[config.mk]
export PLATFORM = sky130hd
export DESIGN_NAME = mem_port_arbiter
export DESIGN_NICKNAME = d
export VERILOG_FILES = /design/src/rtl/mem_arb_pkg.sv /design/src/rtl/prio_select_3.sv /design/src/rtl/mem_port_arbiter.sv
export SDC_FILE = /design/constraint.sdc
export NUM_CORES = 1
export LEC_CHECK = 0
export ABC_AREA = 1
export BUFFER_PORTS_ARGS = -buffer_cell sky130_fd_sc_hd__clkbuf_2
export CELL_PAD_IN_SITES_DETAIL_PLACEMENT = 2
export CELL_PAD_IN_SITES_GLOBAL_PLACEMENT = 2
export CORE_AREA = 5 5 144 146
export DETAILED_ROUTE_END_ITERATION = 12
export DIE_AREA = 0 0 149 151
export PLACE_DENSITY = 0.94
export REMOVE_ABC_BUFFERS = 1
export SLEW_MARGIN = 20
export SYNTH_ARGS = -nofsm -noshare
export SYNTH_HDL_FRONTEND = slang
export SYNTH_HIERARCHICAL = 1
export SYNTH_SLANG_ARGS = --single-unit
export TNS_END_PERCENT = 50
[constraint.sdc]
create_clock -name clk -period 3.55 [get_ports clk]
set_input_delay 1.065 -clock clk [delete_from_list [all_inputs] [get_ports clk]]
set_output_delay 1.065 -clock clk [all_outputs]
set_load 0.01 [all_outputs]
[src/rtl/mem_arb_pkg.sv]
// Shared constants and types for the three-way memory port arbiter.
// Requester indices double as bit positions in req/gnt/rvalid vectors.
package mem_arb_pkg;

    localparam int REQ_DATA         = 0;
    localparam int REQ_FETCH        = 1;
    localparam int REQ_LOADER       = 2;
    localparam int NUM_REQ          = 3;
    localparam int DEF_STARVE_LIMIT = 8;

    typedef enum logic {
        NORMAL = 1'b0,
        LOCKED = 1'b1
    } arb_state_e;

    function automatic logic [1:0] onehot_to_idx(input logic [NUM_REQ-1:0] oh);
        logic [1:0] idx;
        idx = 2'd0;
        for (int i = 0; i < NUM_REQ; i++) begin
            if (oh[i]) idx = 2'(i);
        end
        return idx;
    endfunction

endpackage

[src/rtl/prio_select_3.sv]
// Fixed-priority one-hot selector: data > fetch > loader, loader first when promoted.
// Purely combinational, no state.
module prio_select_3
    import mem_arb_pkg::*;
(
    input  logic [NUM_REQ-1:0] req_i,
    input  logic               promote_i,
    output logic [NUM_REQ-1:0] gnt_o
);

    always_comb begin
        gnt_o = '0;
        if (promote_i && req_i[REQ_LOADER]) begin
            gnt_o[REQ_LOADER] = 1'b1;
        end else if (req_i[REQ_DATA]) begin
            gnt_o[REQ_DATA] = 1'b1;
        end else if (req_i[REQ_FETCH]) begin
            gnt_o[REQ_FETCH] = 1'b1;
        end else if (req_i[REQ_LOADER]) begin
            gnt_o[REQ_LOADER] = 1'b1;
        end
    end

endmodule

[src/rtl/mem_port_arbiter.sv]
// Shares one synchronous-read memory between data, fetch and loader requesters.
// Grant is same-cycle combinational; read data returns to the owner one cycle later.
module mem_port_arbiter
    import mem_arb_pkg::*;
#(
    parameter int ADDR_W       = 12,
    parameter int DATA_W       = 32,
    parameter int STARVE_LIMIT = DEF_STARVE_LIMIT
) (
    input  logic                  clk,
    input  logic                  rst_n,
    input  logic [2:0]            req,
    input  logic [2:0]            we,
    input  logic [11:0]           wmask,
    input  logic [3*ADDR_W-1:0]   addr,
    input  logic [3*DATA_W-1:0]   wdata,
    input  logic                  l_lock,
    output logic [2:0]            gnt,
    output logic [2:0]            rvalid,
    output logic [DATA_W-1:0]     rdata,
    output logic                  cpu_hold,
    output logic                  mem_en,
    output logic                  mem_we,
    output logic [3:0]            mem_wmask,
    output logic [ADDR_W-1:0]     mem_addr,
    output logic [DATA_W-1:0]     mem_wdata,
    input  logic [DATA_W-1:0]     mem_rdata
);

    localparam int CNT_W = $clog2(STARVE_LIMIT + 1);

    arb_state_e          state_q;
    logic [CNT_W-1:0]    starve_cnt_q;
    logic [CNT_W-1:0]    starve_cnt_d;
    logic [1:0]          owner_q;
    logic                pend_q;
    logic [DATA_W-1:0]   rdata_q;

    logic                locked_eff;
    logic                starved;
    logic [2:0]          req_eff;
    logic [2:0]          sel;
    logic [2:0]          rd_gnt;

    // A locked loader that drops its request releases the port in that same cycle.
    assign locked_eff = (state_q == LOCKED) && req[REQ_LOADER];
    assign starved    = (starve_cnt_q == CNT_W'(STARVE_LIMIT));
    assign req_eff    = locked_eff ? (req & 3'b100) : req;

    prio_select_3 u_prio (
        .req_i     (req_eff),
        .promote_i (locked_eff | starved),
        .gnt_o     (sel)
    );

    assign gnt      = rst_n ? sel : 3'b000;
    assign cpu_hold = locked_eff | gnt[REQ_LOADER];
    assign rd_gnt   = gnt & ~we;

    always_comb begin
        mem_en    = |gnt;
        mem_we    = 1'b0;
        mem_wmask = '0;
        mem_addr  = '0;
        mem_wdata = '0;
        for (int i = 0; i < NUM_REQ; i++) begin
            if (gnt[i]) begin
                mem_we    = we[i];
                mem_wmask = wmask[4*i +: 4];
                mem_addr  = addr[ADDR_W*i +: ADDR_W];
                mem_wdata = wdata[DATA_W*i +: DATA_W];
            end
        end
    end

    always_comb begin
        if (!req[REQ_LOADER] || gnt[REQ_LOADER]) begin
            starve_cnt_d = '0;
        end else if (starved) begin
            starve_cnt_d = starve_cnt_q;
        end else begin
            starve_cnt_d = starve_cnt_q + CNT_W'(1);
        end
    end

    always_ff @(posedge clk or negedge rst_n) begin
        if (!rst_n) begin
            state_q      <= NORMAL;
            starve_cnt_q <= '0;
            owner_q      <= 2'd0;
            pend_q       <= 1'b0;
            rdata_q      <= '0;
        end else begin
            starve_cnt_q <= starve_cnt_d;
            case (state_q)
                NORMAL:  if (gnt[REQ_LOADER] && l_lock) state_q <= LOCKED;
                LOCKED:  if (!req[REQ_LOADER] || !l_lock) state_q <= NORMAL;
                default: state_q <= NORMAL;
            endcase
            pend_q <= |rd_gnt;
            if (|rd_gnt) owner_q <= onehot_to_idx(rd_gnt);
            if (pend_q) rdata_q <= mem_rdata;
        end
    end

    // rdata_q keeps the last returned word so rdata holds between reads.
    assign rvalid = pend_q ? (3'b001 << owner_q) : 3'b000;
    assign rdata  = pend_q ? mem_rdata : rdata_q;

endmodule

==> results.sh <==
export IMPL_powerDensity_nw_per_um2=317
export IMPL_tightest_slew_ps=589
export IMPL_critPathKind="in -> out"
export IMPL_path_max_fanout=6
export IMPL_cts_root_buf="clkbuf_16"
export IMPL_post_route_util=0.292
export IMPL_vias=4873
export IMPL_synth_seq_area_share=0.309
export IMPL_arrival_ps=2450
export IMPL_whs_ps=468
export IMPL_place_inst=1107
export IMPL_place_congestion=0.766
export IMPL_layout_nets=1051
export IMPL_relSlewSlack=0.607
export IMPL_max_stage_delay_ps=170
export IMPL_final_min_clock_period_ps=3510
export IMPL_synth_cell_types=20
export IMPL_rsz0062_at_grt="true"
export IMPL_crit_slowest_cell="buf_12"
export IMPL_syn_inst=585
export IMPL_routed_wirelength_um=19300
export IMPL_fin_crit_sh=0.989
export IMPL_post_dp_hpwl_um=14900
export IMPL_viasPerCell=4.31
export IMPL_rows=51
export IMPL_syn2layout_area_growth_pct=73.8
export IMPL_die_y_um=151
export IMPL_antenna_found_initial=0
export IMPL_crit_path_end_kind="output pin"
export IMPL_grt_pass1_wl_um=28300
export IMPL_cts_buffer_depth=2
export IMPL_ctsHoldBuffers=0
export IMPL_place_worst_setup_slack_ps=-172
export IMPL_syn_area_um2=3240
export IMPL_cts_buffers_inserted=5
export IMPL_setup_tns_ps=0
export IMPL_drcViolationCount=0
export IMPL_cp_required_ps=2480
export IMPL_design_area_um2=5630
export IMPL_fmax_mhz=285
export IMPL_worst_path_buf_inv=6
export IMPL_io_buffers=273
export IMPL_wl_per_cell_um=17.0
export IMPL_vdd_drop_max_mv=0.409
export IMPL_grt_pass1_vias=5429
export IMPL_h_tree_depth=2
export IMPL_setup_viol=0
export IMPL_hold_viol_final=0
export IMPL_io_pins=274
export IMPL_hp_class="reg -> reg"
export IMPL_numClockSinks=40
export IMPL_syn_area_per_cell_um2=5.53
export IMPL_critPathTopFamily="buffers and inverters"
export IMPL_dpl_cell_area_um2=5020
export IMPL_setup_ws_ps=38.3
export IMPL_grt_usage=0.159
export IMPL_antenna_left=0
export IMPL_drt_iter0_drc=89
export IMPL_grt_max_degree=41
export IMPL_crit_chain="buf_8, nand2_8, inv_6, nor2_4, nand2_2, nor2_4, buf_12, buf_12, clkbuf_16, nand3_1, nand2_1, nor2_1, nor2_1, buf_2"
export IMPL_clock_latency_ps=280
export IMPL_fill_cells=2428
export IMPL_cts_tree="built"
export IMPL_worst_setup_path_start_kind="input port"
export IMPL_p_leak_nw=3.49
export IMPL_total_power_mw=1.78
export IMPL_stdcell_count=1131
export IMPL_drv_slew=0
export IMPL_ys_ff_latch=40
export IMPL_clock_skew_ps=2.79
export IMPL_outcome="complete, no violations"
export IMPL_die_width_um=149
export IMPL_clkSlewWorstSetupHoldPaths_ps=50
export IMPL_die_area_um2=22500
export IMPL_drv_cap=0
export IMPL_dr_pass1_iters=4
export IMPL_ys_warn_count=6
export IMPL_layout_drive_gt1_share=0.412
export IMPL_overflow=0
export IMPL_start_util=0.168
export IMPL_core_um2=19300
==> metal layers <==
metal | track usage | part of all wire | vias up
met3 | 0.0371 | 0.076 | 13
li1 | - | - | 2332
met5 | 0 | 0 | -
met4 | 0.0311 | 0.010 | 0
met2 | 0.309 | 0.52 | 201
met1 | 0.176 | 0.39 | 2327
==> cell usage in the layout (no fill, tap or decap), types with 4 or more instances in the layout <==
| master | netlist | final |
|---|---|---|
| nand3_2 | 0 | 4 |
| nor2_2 | 0 | 9 |
| dfrtp_1 | 40 | 38 |
| buf_12 | 0 | 12 |
| clkbuf_2 | 0 | 250 |
| nand2_2 | 1 | 9 |
| nor2_4 | 0 | 4 |
| inv_1 | 16 | 14 |
| buf_4 | 3 | 18 |
| nand3_1 | 58 | 53 |
| nand2_1 | 215 | 204 |
| clkbuf_16 | 0 | 9 |
| nor2_1 | 201 | 188 |
| buf_2 | 29 | 21 |
==> layout make-up <==
cell class / instances / area, µm² / area share
Antenna cell: 1 / 2.50 / 0.000445
Tap cell: 265 / 332 / 0.0589
Inverter: 20 / 109 / 0.0194
Sequential cell: 40 / 1000 / 0.178
Timing Repair Buffer: 311 / 1950 / 0.347
Multi-Input combinational cell: 486 / 2080 / 0.370
Clock buffer: 8 / 146 / 0.0260
==> cell families after synthesis <==
logic type | synth area share
AO/OA/AOI/OAI | 0.00386
XOR/XNOR | 0.00271
adder cells (fa/ha/maj) | 0.00773
buffers and inverters | 0.0935
flip-flops | 0.309
AND/OR/NAND/NOR | 0.583
==> worst min-delay path: cells and delay by family, from the launching register on <==
kind,cells,cell delay (ps)
flip-flops,1,320
AND/OR/NAND/NOR,2,110
==> report_power, final <==
part / total [mW] / leakage (nW) / switching (mW) / internal (mW)
combinational: 0.755 / 2.92 / 0.435 / 0.320
sequential: 0.577 / 0.497 / 0.0334 / 0.543
clock: 0.452 / 0.0712 / 0.172 / 0.280
==> synthesized netlist by cell type, drive strengths merged <==
| cell | instances | share of area |
|---|---|---|
| xnor2 | 1 | 0.0027 |
| clkbuf | 4 | 0.0046 |
| dfrtp | 40 | 0.31 |
| o21bai | 1 | 0.0023 |
| nand3 | 58 | 0.090 |
| and3 | 1 | 0.0019 |
| nand4 | 1 | 0.0019 |
| nand2 | 216 | 0.25 |
| inv | 19 | 0.022 |
| buf | 36 | 0.066 |
| nor2 | 201 | 0.23 |
| or2 | 1 | 0.0019 |
| ha | 2 | 0.0077 |
| clkinv | 1 | 0.0012 |
| a21oi | 1 | 0.0015 |
| nor3 | 2 | 0.0031 |
==> state kept, by name, summed over array words and instances (netlist names) <==
name          cells
rdata_q          32
starve_cnt_q      4
owner_q           2
pend_q            1
state_q           1
==> path summary, 6_finish.rpt <==
| path | endpoint | depth (start not counted) | from | slack, ps |
|---|---|---|---|---|
| max | mem_wmask[1] | 14 | req[2] | 40 |
| min | rdata_q[5]$_DFF_PN0_ | 2 | rdata_q[5]$_DFF_PN0_ | 470 |
| max reg2reg | pend_q$_DFF_PN0_ | 14 | starve_cnt_q[0]$_DFFE_PN0P_ | 1370 |
| min reg2reg | rdata_q[5]$_DFF_PN0_ | 2 | rdata_q[5]$_DFF_PN0_ | 470 |
| max in group asynchronous | rdata_q[0]$_DFF_PN0_ | 3 | rst_n | 2160 |
| min in group asynchronous | owner_q[1]$_DFFE_PN0P_ | 1 | rst_n | 640 |
==> timing repair <==
action	CTS	global route
pin swaps	6	38
buffers inserted	6	3
resized for setup	21	63
setup endpoints to repair	48	49
cloned	5	4
(Power assumes the default switching activity.)
